`config.mk`:
```
export PLATFORM = sky130hd
export DESIGN_NAME = loop_pc_ctrl_flat
export DESIGN_NICKNAME = d
export VERILOG_FILES = /design/src/rtl/loop_pc_ctrl_pkg.sv /design/src/rtl/loop_pc_ctrl_if.sv /design/src/rtl/loop_pc_ctrl_stack.sv /design/src/rtl/loop_pc_ctrl.sv /design/src/flat_wrapper.sv
export SDC_FILE = /design/constraint.sdc
export NUM_CORES = 1
export LEC_CHECK = 0
export ABC_AREA = 1
export CAP_MARGIN = 40
export CORE_MARGIN = 1.5
export CORE_UTILIZATION = 60
export DETAILED_ROUTE_END_ITERATION = 10
export GPL_TIMING_DRIVEN = 0
export PLACE_DENSITY_LB_ADDON = 0.05
export SKIP_LAST_GASP = 1
export SLEW_MARGIN = 0
export SYNTH_ARGS = -nofsm -noshare
export SYNTH_HDL_FRONTEND = slang
export SYNTH_SLANG_ARGS = --single-unit
```
`constraint.sdc`:
```
create_clock -name clk -period 4.3 [get_ports clk]
set_input_delay 0.43 -clock clk [delete_from_list [all_inputs] [get_ports clk]]
set_output_delay 0.43 -clock clk [all_outputs]
set_load 0.02 [all_outputs]
```
`src/rtl/loop_pc_ctrl_pkg.sv`:
```
// ---------------------------------------------------------------------------
// loop_pc_ctrl_pkg
// Shared definitions for the BeeF program counter and its loop stack:
//   op_code      - one-hot 9-bit instruction encoding seen by the pc controller
//   pc_state_t   - controller states RUN / SKIP / FAULT
//   fault_code_t - sticky fault reason reported on fault_code
// ---------------------------------------------------------------------------
package loop_pc_ctrl_pkg;

    typedef enum logic [8:0] {
        OP_NOP   = 9'h001,
        OP_INC   = 9'h002,
        OP_DEC   = 9'h004,
        OP_RIGHT = 9'h008,
        OP_LEFT  = 9'h010,
        OP_OUT   = 9'h020,
        OP_IN    = 9'h040,
        OP_CBF   = 9'h080,   // '['
        OP_CBB   = 9'h100    // ']'
    } op_code;

    typedef enum logic [1:0] {
        RUN   = 2'd0,
        SKIP  = 2'd1,
        FAULT = 2'd2
    } pc_state_t;

    // Plain vector encodings of the states, for the legacy-style state register.
    localparam logic [1:0] ST_RUN   = RUN;
    localparam logic [1:0] ST_SKIP  = SKIP;
    localparam logic [1:0] ST_FAULT = FAULT;

    typedef enum logic [1:0] {
        FC_NONE      = 2'd0,
        FC_STACK_OVF = 2'd1,
        FC_STACK_UDF = 2'd2,
        FC_NEST_OVF  = 2'd3
    } fault_code_t;

endpackage

```
`src/rtl/loop_pc_ctrl_if.sv`:
```
// ---------------------------------------------------------------------------
// loop_pc_ctrl_if
// Fetch/datapath side bundle of the pc controller.
//   master (fetch/test side): drives en, instruction, mem_read; observes the rest
//   slave  (loop_pc_ctrl)   : drives pc, busy, jump, depth, fault, fault_code
// ---------------------------------------------------------------------------
interface loop_pc_ctrl_if #(
    parameter int PC_W  = 16,
    parameter int DEPTH = 8
);
    import loop_pc_ctrl_pkg::*;

    localparam int DW = $clog2(DEPTH + 1);

    logic              en;
    op_code            instruction;
    logic [7:0]        mem_read;
    logic [PC_W-1:0]   pc;
    logic              busy;
    logic              jump;
    logic [DW-1:0]     depth;
    logic              fault;
    logic [1:0]        fault_code;

    modport master (
        output en, instruction, mem_read,
        input  pc, busy, jump, depth, fault, fault_code
    );

    modport slave (
        input  en, instruction, mem_read,
        output pc, busy, jump, depth, fault, fault_code
    );

endinterface

```
`src/rtl/loop_pc_ctrl_stack.sv`:
```
// ---------------------------------------------------------------------------
// loop_stack
// Return-target stack for open '[' loops.
//   clk, reset (sync, active-low)
//   push/pop : one operation per cycle; push+pop together is not allowed
//   din      : value pushed (pc of the '[')
//   top      : most recently pushed entry (undefined when empty)
//   depth    : live occupancy, full/empty flags
// A push when full or a pop when empty is ignored here; the controller
// turns those cases into faults before they reach the stack.
// ---------------------------------------------------------------------------
module loop_stack #(
    parameter int W     = 16,
    parameter int DEPTH = 8,
    localparam int DW   = $clog2(DEPTH + 1),
    localparam int AW   = (DEPTH > 1) ? $clog2(DEPTH) : 1
) (
    input  logic          clk,
    input  logic          reset,
    input  logic          push,
    input  logic          pop,
    input  logic [W-1:0]  din,
    output logic [W-1:0]  top,
    output logic [DW-1:0] depth,
    output logic          full,
    output logic          empty
);

    logic [W-1:0]  r_mem [DEPTH];
    logic [DW-1:0] r_cnt;
    logic [AW-1:0] w_wr_idx;
    logic [AW-1:0] w_top_idx;

    // Low bits of the count address the next free slot; the top is one below.
    assign w_wr_idx  = r_cnt[AW-1:0];
    assign w_top_idx = w_wr_idx - AW'(1);

    assign full  = (r_cnt == DW'(DEPTH));
    assign empty = (r_cnt == '0);
    assign depth = r_cnt;
    assign top   = r_mem[w_top_idx];

    always_ff @(posedge clk) begin
        if (!reset) begin
            r_cnt <= '0;
        end else if (push && !full) begin
            r_cnt <= r_cnt + DW'(1);
        end else if (pop && !empty) begin
            r_cnt <= r_cnt - DW'(1);
        end
    end

    // Storage carries no reset: entries are only read below the live count.
    always_ff @(posedge clk) begin
        if (push && !full) begin
            r_mem[w_wr_idx] <= din;
        end
    end

endmodule

```
`src/rtl/loop_pc_ctrl.sv`:
```
// ---------------------------------------------------------------------------
// loop_pc_ctrl
// Program counter for the BeeF core with a hardware loop stack.
//   clk   : clock
//   reset : synchronous, active-low
//   bus   : loop_pc_ctrl_if.slave
//           en, instruction, mem_read in; pc, busy, jump, depth, fault,
//           fault_code out (all registered)
// ']' with a non-zero cell reloads pc from the stacked '[' address + 1 in a
// single cycle. '[' with a zero cell enters SKIP, which walks forward counting
// nested brackets until the matching ']' while the datapath is held off.
// ---------------------------------------------------------------------------
module loop_pc_ctrl
    import loop_pc_ctrl_pkg::*;
#(
    parameter int              PC_W     = 16,
    parameter int              DEPTH    = 8,
    parameter int              NEST_W   = 4,
    parameter logic [PC_W-1:0] RESET_PC = '0
) (
    input  logic           clk,
    input  logic           reset,
    loop_pc_ctrl_if.slave  bus
);

    localparam int              DW       = $clog2(DEPTH + 1);
    localparam logic [NEST_W-1:0] NEST_LAST = {NEST_W{1'b1}} - NEST_W'(1);

    logic [1:0]        r_state;
    logic [PC_W-1:0]   r_pc;
    logic [NEST_W-1:0] r_nest;
    logic              r_jump;
    logic [1:0]        r_fc;

    logic [1:0]        w_state_nx;
    logic [PC_W-1:0]   w_pc_nx;
    logic [NEST_W-1:0] w_nest_nx;
    logic              w_jump_nx;
    logic [1:0]        w_fc_nx;
    logic              w_push;
    logic              w_pop;

    logic [PC_W-1:0]   w_top;
    logic [DW-1:0]     w_depth;
    logic              w_full;
    logic              w_empty;
    logic [PC_W-1:0]   w_pc_inc;
    logic              w_is_cbf;
    logic              w_is_cbb;
    logic              w_cell_nz;

    loop_stack #(
        .W     (PC_W),
        .DEPTH (DEPTH)
    ) u_stack (
        .clk   (clk),
        .reset (reset),
        .push  (w_push),
        .pop   (w_pop),
        .din   (r_pc),
        .top   (w_top),
        .depth (w_depth),
        .full  (w_full),
        .empty (w_empty)
    );

    // Both increments wrap naturally at PC_W bits.
    assign w_pc_inc  = r_pc + PC_W'(1);
    assign w_is_cbf  = (bus.instruction == OP_CBF);
    assign w_is_cbb  = (bus.instruction == OP_CBB);
    assign w_cell_nz = (bus.mem_read != 8'd0);

    always_comb begin
        w_state_nx = r_state;
        w_pc_nx    = r_pc;
        w_nest_nx  = r_nest;
        w_jump_nx  = 1'b0;
        w_fc_nx    = r_fc;
        w_push     = 1'b0;
        w_pop      = 1'b0;

        if (bus.en) begin
            case (r_state)
                ST_RUN: begin
                    if (w_is_cbf) begin
                        if (w_cell_nz) begin
                            if (w_full) begin
                                w_state_nx = ST_FAULT;
                                w_fc_nx    = FC_STACK_OVF;
                            end else begin
                                w_push  = 1'b1;
                                w_pc_nx = w_pc_inc;
                            end
                        end else begin
                            w_nest_nx  = '0;
                            w_pc_nx    = w_pc_inc;
                            w_state_nx = ST_SKIP;
                        end
                    end else if (w_is_cbb) begin
                        if (w_empty) begin
                            w_state_nx = ST_FAULT;
                            w_fc_nx    = FC_STACK_UDF;
                        end else if (w_cell_nz) begin
                            // Taken back-branch leaves the entry in place for the next pass.
                            w_pc_nx   = w_top + PC_W'(1);
                            w_jump_nx = 1'b1;
                        end else begin
                            w_pop   = 1'b1;
                            w_pc_nx = w_pc_inc;
                        end
                    end else begin
                        w_pc_nx = w_pc_inc;
                    end
                end

                ST_SKIP: begin
                    if (w_is_cbf) begin
                        // This '[' would push the nest count to its all-ones limit.
                        if (r_nest == NEST_LAST) begin
                            w_state_nx = ST_FAULT;
                            w_fc_nx    = FC_NEST_OVF;
                        end else begin
                            w_nest_nx = r_nest + NEST_W'(1);
                            w_pc_nx   = w_pc_inc;
                        end
                    end else if (w_is_cbb) begin
                        w_pc_nx = w_pc_inc;
                        if (r_nest != '0) begin
                            w_nest_nx = r_nest - NEST_W'(1);
                        end else begin
                            w_state_nx = ST_RUN;
                            w_jump_nx  = 1'b1;
                        end
                    end else begin
                        w_pc_nx = w_pc_inc;
                    end
                end

                default: begin
                    // FAULT: everything frozen until reset.
                    w_jump_nx = r_jump;
                end
            endcase
        end
    end

    always_ff @(posedge clk) begin
        if (!reset) begin
            r_state <= ST_RUN;
            r_pc    <= RESET_PC;
            r_nest  <= '0;
            r_jump  <= 1'b0;
            r_fc    <= FC_NONE;
        end else begin
            r_state <= w_state_nx;
            r_pc    <= w_pc_nx;
            r_nest  <= w_nest_nx;
            r_jump  <= w_jump_nx;
            r_fc    <= w_fc_nx;
        end
    end

    assign bus.pc         = r_pc;
    assign bus.busy       = (r_state == ST_SKIP);
    assign bus.jump       = r_jump;
    assign bus.depth      = w_depth;
    assign bus.fault      = (r_state == ST_FAULT);
    assign bus.fault_code = r_fc;

endmodule
```
`src/flat_wrapper.sv`:
```
// flat-port wrapper written by rule: the top's interface ports become plain ports
module loop_pc_ctrl_flat import loop_pc_ctrl_pkg::*;
#(
    parameter int              PC_W     = 16,
    parameter int              DEPTH    = 8,
    parameter int              NEST_W   = 4,
    parameter logic [PC_W-1:0] RESET_PC = '0
)
  (clk, reset, bus_en, bus_instruction, bus_mem_read, bus_pc, bus_busy, bus_jump, bus_depth, bus_fault, bus_fault_code);
  loop_pc_ctrl_if #(.PC_W(PC_W), .DEPTH(DEPTH)) bus_i ();
  input  logic clk;
  input  logic reset;
  input wire logic [$bits(bus_i.en)-1:0] bus_en;
  input wire logic [$bits(bus_i.instruction)-1:0] bus_instruction;
  input wire logic [$bits(bus_i.mem_read)-1:0] bus_mem_read;
  output wire logic [$bits(bus_i.pc)-1:0] bus_pc;
  output wire logic [$bits(bus_i.busy)-1:0] bus_busy;
  output wire logic [$bits(bus_i.jump)-1:0] bus_jump;
  output wire logic [$bits(bus_i.depth)-1:0] bus_depth;
  output wire logic [$bits(bus_i.fault)-1:0] bus_fault;
  output wire logic [$bits(bus_i.fault_code)-1:0] bus_fault_code;
  assign bus_i.en = bus_en;
  assign bus_i.instruction = bus_instruction;
  assign bus_i.mem_read = bus_mem_read;
  assign bus_pc = bus_i.pc;
  assign bus_busy = bus_i.busy;
  assign bus_jump = bus_i.jump;
  assign bus_depth = bus_i.depth;
  assign bus_fault = bus_i.fault;
  assign bus_fault_code = bus_i.fault_code;
  loop_pc_ctrl #(.PC_W(PC_W), .DEPTH(DEPTH), .NEST_W(NEST_W), .RESET_PC(RESET_PC)) u_core (.clk(clk), .reset(reset), .bus(bus_i));
endmodule
```
==> results.toml, run 1 <==
[placement]
place_area_mm2 = 0.00866
io_buffers = 44
place_hpwl_um = 13600
gp_congestion = 0.909
dpl.cell_count = 1085
place_ws_ps = 685

[floorplanning]
initial_core_util_pct = 61.6
dieWidth_um = 117
ios = 45
die_y_um = 117
core-area_mm2 = 0.0127
placement_rows = 41
dieArea_mm2 = 0.0137

[yosys]
synthSimpleGateAreaFrac_pct = 25.8
yosys.cell_types.count = 43
synth_top_family_by_area = "simple AND/OR/NAND/NOR gates"
syn_nets = 882
synth_fa_ha_area_share_pct = 1.63
async_flop_share_pct = 0
synth_compound_area_share_pct = 5.74
ys.warnings.count = 0
synth_seq_cells = 157
synth_enable_flop_cells = 128
avgSynthCellArea_um2 = 9.15
synth_ff_type = "edfxtp_1"
synth-xor-area-share_pct = 1.80
synth_mux_area_share_pct = 0
netlist_area_mm2 = 0.00781
synth.yosys.seq_area_share_pct = 56.7
synthCells = 853

[worst_hold_path]
min_from = "u_core.r_nest[2]"
whs_path_depth = 2
min_path_type = "reg -> reg"
holdPathEnd = "u_core.r_nest[2]"

[worst_setup_path]
end_kind = "flop"
crit_chain = "buf_6, inv_6, buf_6, buf_2, ha_1, buf_2, buf_2, o21ai_0, o21ai_0, nand2_1, nand2_2, ha_1, inv_1, nor2_1, nand2_1, nor2_2, inv_2, o21bai_1, nand3_1, nand2_1, a21oi_1"
max_stage_delay_ps = 420
crit_family = "buffers and inverters"
cp.arrival_ps = 4020
crit_fanout = 10
startpoint_type = "flop"
r2r-end = "u_core.bus.pc[12]"
cpMaxStageDelayCell = "dfxtp_1"
r2r-start = "u_core.u_stack.depth[0]"
ff2ff_setup_slack_ps = 580
crit_type = "reg -> reg"
crit_buf_inv = 8
reg2regPathDepth = 21
crit_required_ps = 4600

[drt]
drt_wl_total_um = 19600
ant_nets = 0
remaining_drc_errors = 0
first_pass_iters = 6
vias = 6219
drtIter0Drc = 603
wl_per_cell_um = 17.6
viasPerCell = 5.57

[power]
cellPowerDensity_mw_per_mm2 = 355
internal-power_w = 0.00261
swShare_pct = 20.5
vdd_ir_drop_max_v = 0.000310
p_comb_share_pct = 4.1
seqPwrFrac_pct = 51.2
p_clk_share_pct = 44.7
p_sw_w = 0.000672
power_leakage_nw = 3.85

[global_routing]
antenna_found_initial = 0
grt_pass1_wl_um = 30700
grt_pass1_vias = 5906
grtUsageTotal_pct = 30.7
grt_max_degree = 17
gr-total-overflow = 0

[cts]
cts_tree = "built"
cts_made_buffers = 17
cts_hold_buf = 0
clk_latency_ps = 420
clk_pin_slew_ps = 60
root_buffer = "clkbuf_16"
cts-resized-gates = 0
post_cts_buffers = 0
cts_buffer_depth = 2
htree_levels = 4
cts.sinks = 157

[timing]
drv_slew = 0
finClkSkew_ps = 5.68
fin_crit_sh_pct = 86.6
min_period_ps = 3720
max_slew_margin_pct = 47.4
rsz0062_at_grt = "no"
fin_ws_ps = 575
final_hold_viol_count = 0
max_slew.worst_pin.slew_ps = 783
setup_violations = 0
fmax_mhz = 268

[finish]
fin_cells = 1117
area.growth.synth_to_final_pct = 18.3
fill_cells = 966
final_common_cell = "nand2_1"
final_layout_size_suffix_gt1_share_pct = 13.1
num_antenna_cells = 0
finalInstanceArea_mm2 = 0.00924
fin_nets = 961
layout_common_cells = "nand2_1 (213), edfxtp_1 (128), inv_1 (107), nand3_1 (85), nor2_1 (75)"

[job]
drv_cap = 0

[outcome]
outcome = "finished clean"
## per-stage QoR
stage	hold slack [ps]	TNS, ps	total power, W	utilization [%]
6_report	515	0	0.00328	72.9
5_1_grt	521	0	0.00336	72.9
4_1_cts	506	0	0.00330	72.9
3_5_place_dp	498	0	0.00184	68.3
3_3_place_gp	484	-61090	0.00184	66.8
2_1_floorplan	461	0	0.00178	-
## worst min-delay path: cells and delay by family, from the launching register on
kind	cells	cell delay (ps)
DFF	1	320
buffers and inverters	1	80
AOI/OAI and AO/OA	1	60
## kinds of logic (layout without fill, tap and decap cells)
group           count (synthesis)  after routing
simple gates                  439            439
flops                         157            157
buf+inv                       147            239
compound gates                 85             85
xor+xnor                       16             16
fa+ha+maj                       9              9
## state kept, by name, indices dropped and copies added (netlist names)
| name | flops |
|---|---|
| u_core.u_stack.r_mem | 128 |
| u_core.bus.pc | 16 |
| u_core.r_nest | 4 |
| u_core.u_stack.depth | 4 |
| u_core.bus.fault_code | 2 |
| u_core.r_state | 2 |
| u_core.bus.jump | 1 |
## synthesized netlist by cell type (2+ instances only)
cell        n  area share (%)
nand2_4     4            0.58
buf_4       6            0.58
o21ai_0    38             2.4
o21bai_1    2            0.19
edfxtp_1  128              49
nand3_2     7            0.90
buf_2      14            0.90
nand3_1    85             5.4
xor2_1      9             1.0
dfxtp_1    29             7.4
nand3b_1    2            0.19
buf_1       2           0.096
a31oi_1     5            0.40
fa_1        2            0.51
nor2_1     75             3.6
nand4_1     9            0.72
buf_6       7             1.0
nor3_1     14            0.90
nor2_8      2            0.51
nor2_2     10            0.80
nor2_4      2            0.29
inv_1     107             5.1
nand2_2    10            0.80
ha_1        7             1.1
a21oi_1    34             2.2
nand2_1   213              10
xnor2_1     7            0.79
o21ai_1     2            0.13
inv_2       7            0.34
## area by class of cell
cell class | instances | area (um^2) | area share (%)
Buffer | 30 | 205 | 2.22
Clock buffer | 26 | 489 | 5.30
Clock inverter | 6 | 87.6 | 0.948
Inverter | 117 | 447 | 4.84
Multi-Input combinational cell | 549 | 2770 | 30.0
Sequential cell | 157 | 4420 | 47.9
Tap cell | 172 | 215 | 2.33
Timing Repair Buffer | 60 | 598 | 6.48
## per-layer routing
metal	GRT usage (%)	wire [um]	part of all wire [%]
met5	0	0	0
met4	10.8	549	2.8
met3	5.82	1560	8.0
met1	41.7	8330	42
met2	50.0	9190	47
## power groups by stage
stage,clock (W),sequential [W],combinational (W)
2_1_floorplan,0,0.00171,0.0000641
3_3_place_gp,0,0.00171,0.000127
3_5_place_dp,0,0.00171,0.000130
4_1_cts,0.00149,0.00168,0.000132
5_1_grt,0.00153,0.00168,0.000147
6_report,0.00147,0.00168,0.000134
## worst max-delay path by stage
| stage | start | slack (ps) | depth (start not counted) | endpoint |
|---|---|---|---|---|
| finish | u_core.u_stack.depth[0] | 580 | 21 | u_core.bus.pc[12] |
| global route | u_core.u_stack.depth[0] | 350 | 21 | u_core.bus.pc[12] |
| floorplan | u_core.u_stack.depth[0] | 980 | 12 | u_core.u_stack.r_mem[4][0] |
| detailed placement | u_core.u_stack.depth[0] | 680 | 21 | u_core.bus.pc[12] |
| CTS | u_core.u_stack.depth[0] | 660 | 21 | u_core.bus.pc[12] |
| global placement | bus_instruction[5] | -530 | 9 | u_core.u_stack.r_mem[0][7] |
Power figures use the tool's default switching activity.
==> run 2: changes to the inputs <==
--- a/config.mk
+++ b/config.mk
@@ -8,7 +8,7 @@
 export ABC_AREA = 1
 export CAP_MARGIN = 40
 export CORE_MARGIN = 1.5
-export CORE_UTILIZATION = 60
+export CORE_UTILIZATION = 40
 export DETAILED_ROUTE_END_ITERATION = 10
 export GPL_TIMING_DRIVEN = 0
 export PLACE_DENSITY_LB_ADDON = 0.05
==> run 2 against run 1 <==
  * Non-clock buffer count stayed put
  * Global-route usage is 8.6 points lower
  * Register-to-register slack better by 20 ps
  * Sequential cell count stayed put
  * Combinational power hardly changed
  * Routed wire length is 6.7% higher
  * Sequential power hardly changed
  * Cell count is 7.9% higher
  * Critical path depth stayed put
  * Clock skew is 2.8 ps higher
  * Critical endpoint unchanged
==> results.toml, run 2 (synthesis results as in run 1) <==
[job]
drv_cap = 0

[timing]
max_slew.worst_pin.slew_ps = 855
finClkSkew_ps = 8.48
setup_tns_ps = 0
max_slew_margin_pct = 42.5
setup_violations = 0
final_hold_viol_count = 0
fin_ws_ps = 599
fin_crit_sh_pct = 86.1
drv_slew = 0
fmax_mhz = 270
rsz0062_at_grt = "no"
min_period_ps = 3700

[cts]
clk_pin_slew_ps = 60
clk_latency_ps = 420
cts_hold_buf = 0
cts.sinks = 157
cts_made_buffers = 17
htree_levels = 4
cts-resized-gates = 0
root_buffer = "clkbuf_16"
post_cts_buffers = 0
cts_tree = "built"
cts_buffer_depth = 2

[finish]
top_register = "u_core.u_stack.r_mem"
fill_cells = 1815
finalInstanceArea_mm2 = 0.00932
final_layout_size_suffix_gt1_share_pct = 13.2
area.growth.synth_to_final_pct = 19.4
fin_nets = 961
num_antenna_cells = 0
final_common_cell = "nand2_1"
layout_common_cells = "nand2_1 (213), edfxtp_1 (128), inv_1 (107), nand3_1 (85), nor2_1 (75)"
largest_register_ffs = 128

[global_routing]
grtUsageTotal_pct = 22.0
grt-busiest-layer = "met2"
use_met1_pct = 31.1
antenna_found_initial = 0
grt_max_degree = 17
grt_pass1_vias = 5938
grt_util_met2_pct = 34.7
grt_pass1_wl_um = 33300
use_met3_pct = 3.59
gr-total-overflow = 0

[floorplanning]
dieArea_mm2 = 0.0204
core-area_mm2 = 0.0189
initial_core_util_pct = 41.3
placement_rows = 50
ios = 45
die_y_um = 143
dieWidth_um = 143

[drt]
first_pass_iters = 6
drt_wl_total_um = 20900
ant_nets = 0
viasPerCell = 5.02
drtIter0Drc = 403
vias = 6051
remaining_drc_errors = 0
wl_per_cell_um = 17.4

[placement]
place_ws_ps = 594
gp_congestion = 0.891
place_area_mm2 = 0.00877
io_buffers = 44
place_hpwl_um = 14800

[worst_setup_path]
crit_required_ps = 4600
crit_type = "reg -> reg"
cpMaxStageDelayCell = "dfxtp_1"
reg2regPathDepth = 21
ff2ff_setup_slack_ps = 600
crit_chain = "buf_6, inv_6, buf_6, buf_2, ha_1, buf_2, buf_2, o21ai_0, o21ai_0, nand2_1, nand2_2, ha_1, inv_1, nor2_1, nand2_1, nor2_2, inv_2, o21bai_1, nand3_1, nand2_1, a21oi_1"
cp.arrival_ps = 4000
r2r-end = "u_core.bus.pc[12]"
startpoint_type = "flop"
max_stage_delay_ps = 420
crit_fanout = 10
end_kind = "flop"
r2r-start = "u_core.u_stack.depth[0]"

[power]
cellPowerDensity_mw_per_mm2 = 347
vdd_ir_drop_max_v = 0.000254
power_leakage_nw = 3.83

[worst_hold_path]
holdPathEnd = "u_core.r_nest[2]"
min_from = "u_core.r_nest[2]"
whs_path_depth = 2
min_path_type = "reg -> reg"

[outcome]
outcome = "finished clean"
## run 2: cell count changes in the layout (fill, tap and decap cells not counted), sizes merged
cell | previous run | this run
clkinv | 2 | 6
clkbuf | 27 | 20
bufinv | 2 | 1
inv | 116 | 119
clkinvlp | 3 | 4
## run 2: critical path, delay by kind of cell (launching register included)
family                     cells  cell delay (ps)
AOI/OAI and AO/OA              4              430
and+or+nand+nor                7              920
buffers and inverters          8             1300
DFF                            1              420
adders and majority gates      2              480
## run 2: worst max-delay path by stage
| stage | end | startpoint |
|---|---|---|
| after floorplan | u_core.u_stack.r_mem[4][0] | u_core.u_stack.depth[0] |
| after global placement | u_core.u_stack.r_mem[0][5] | bus_instruction[5] |
| after detailed placement | u_core.bus.pc[14] | u_core.u_stack.depth[0] |
| after CTS | u_core.bus.pc[14] | u_core.u_stack.depth[0] |
| after global routing | u_core.bus.pc[14] | u_core.u_stack.depth[0] |
| final | u_core.bus.pc[12] | u_core.u_stack.depth[0] |
## run 2: stage by stage
stage	utilization, %	total power [W]	std cells	hold WS [ps]
global placement	45.4	0.00184	1157	488
CTS	49.3	0.00326	1205	519
floorplan	-	0.00178	853	461
detailed placement	46.4	0.00184	1173	508
finish	49.3	0.00323	1205	516
global route	49.3	0.00334	1205	560
## run 2: power by group
group	switching, W	total (W)	internal, W
clock	0.000624	0.00142	0.000797
combinational	0.0000725	0.000132	0.0000595
sequential	0.0000309	0.00168	0.00165
total	0.000728	0.00323	0.00251
## run 2: final cells by class
class | count | area [um^2] | area share, %
inverter | 117 | 447 | 4.79
buffer | 30 | 205 | 2.20
multi-input combinational | 549 | 2770 | 29.7
sequential | 157 | 4420 | 47.5
tap | 260 | 325 | 3.49
clock buffer | 19 | 433 | 4.65
clock inverter | 13 | 115 | 1.24
timing repair buffer | 60 | 598 | 6.42
## run 2: layer usage
metal / share of wire (%) / up-vias
li1: - / 2968
met1: 48 / 2897
met2: 45 / 166
met3: 4.5 / 20
met4: 1.5 / 0
met5: 0 / -
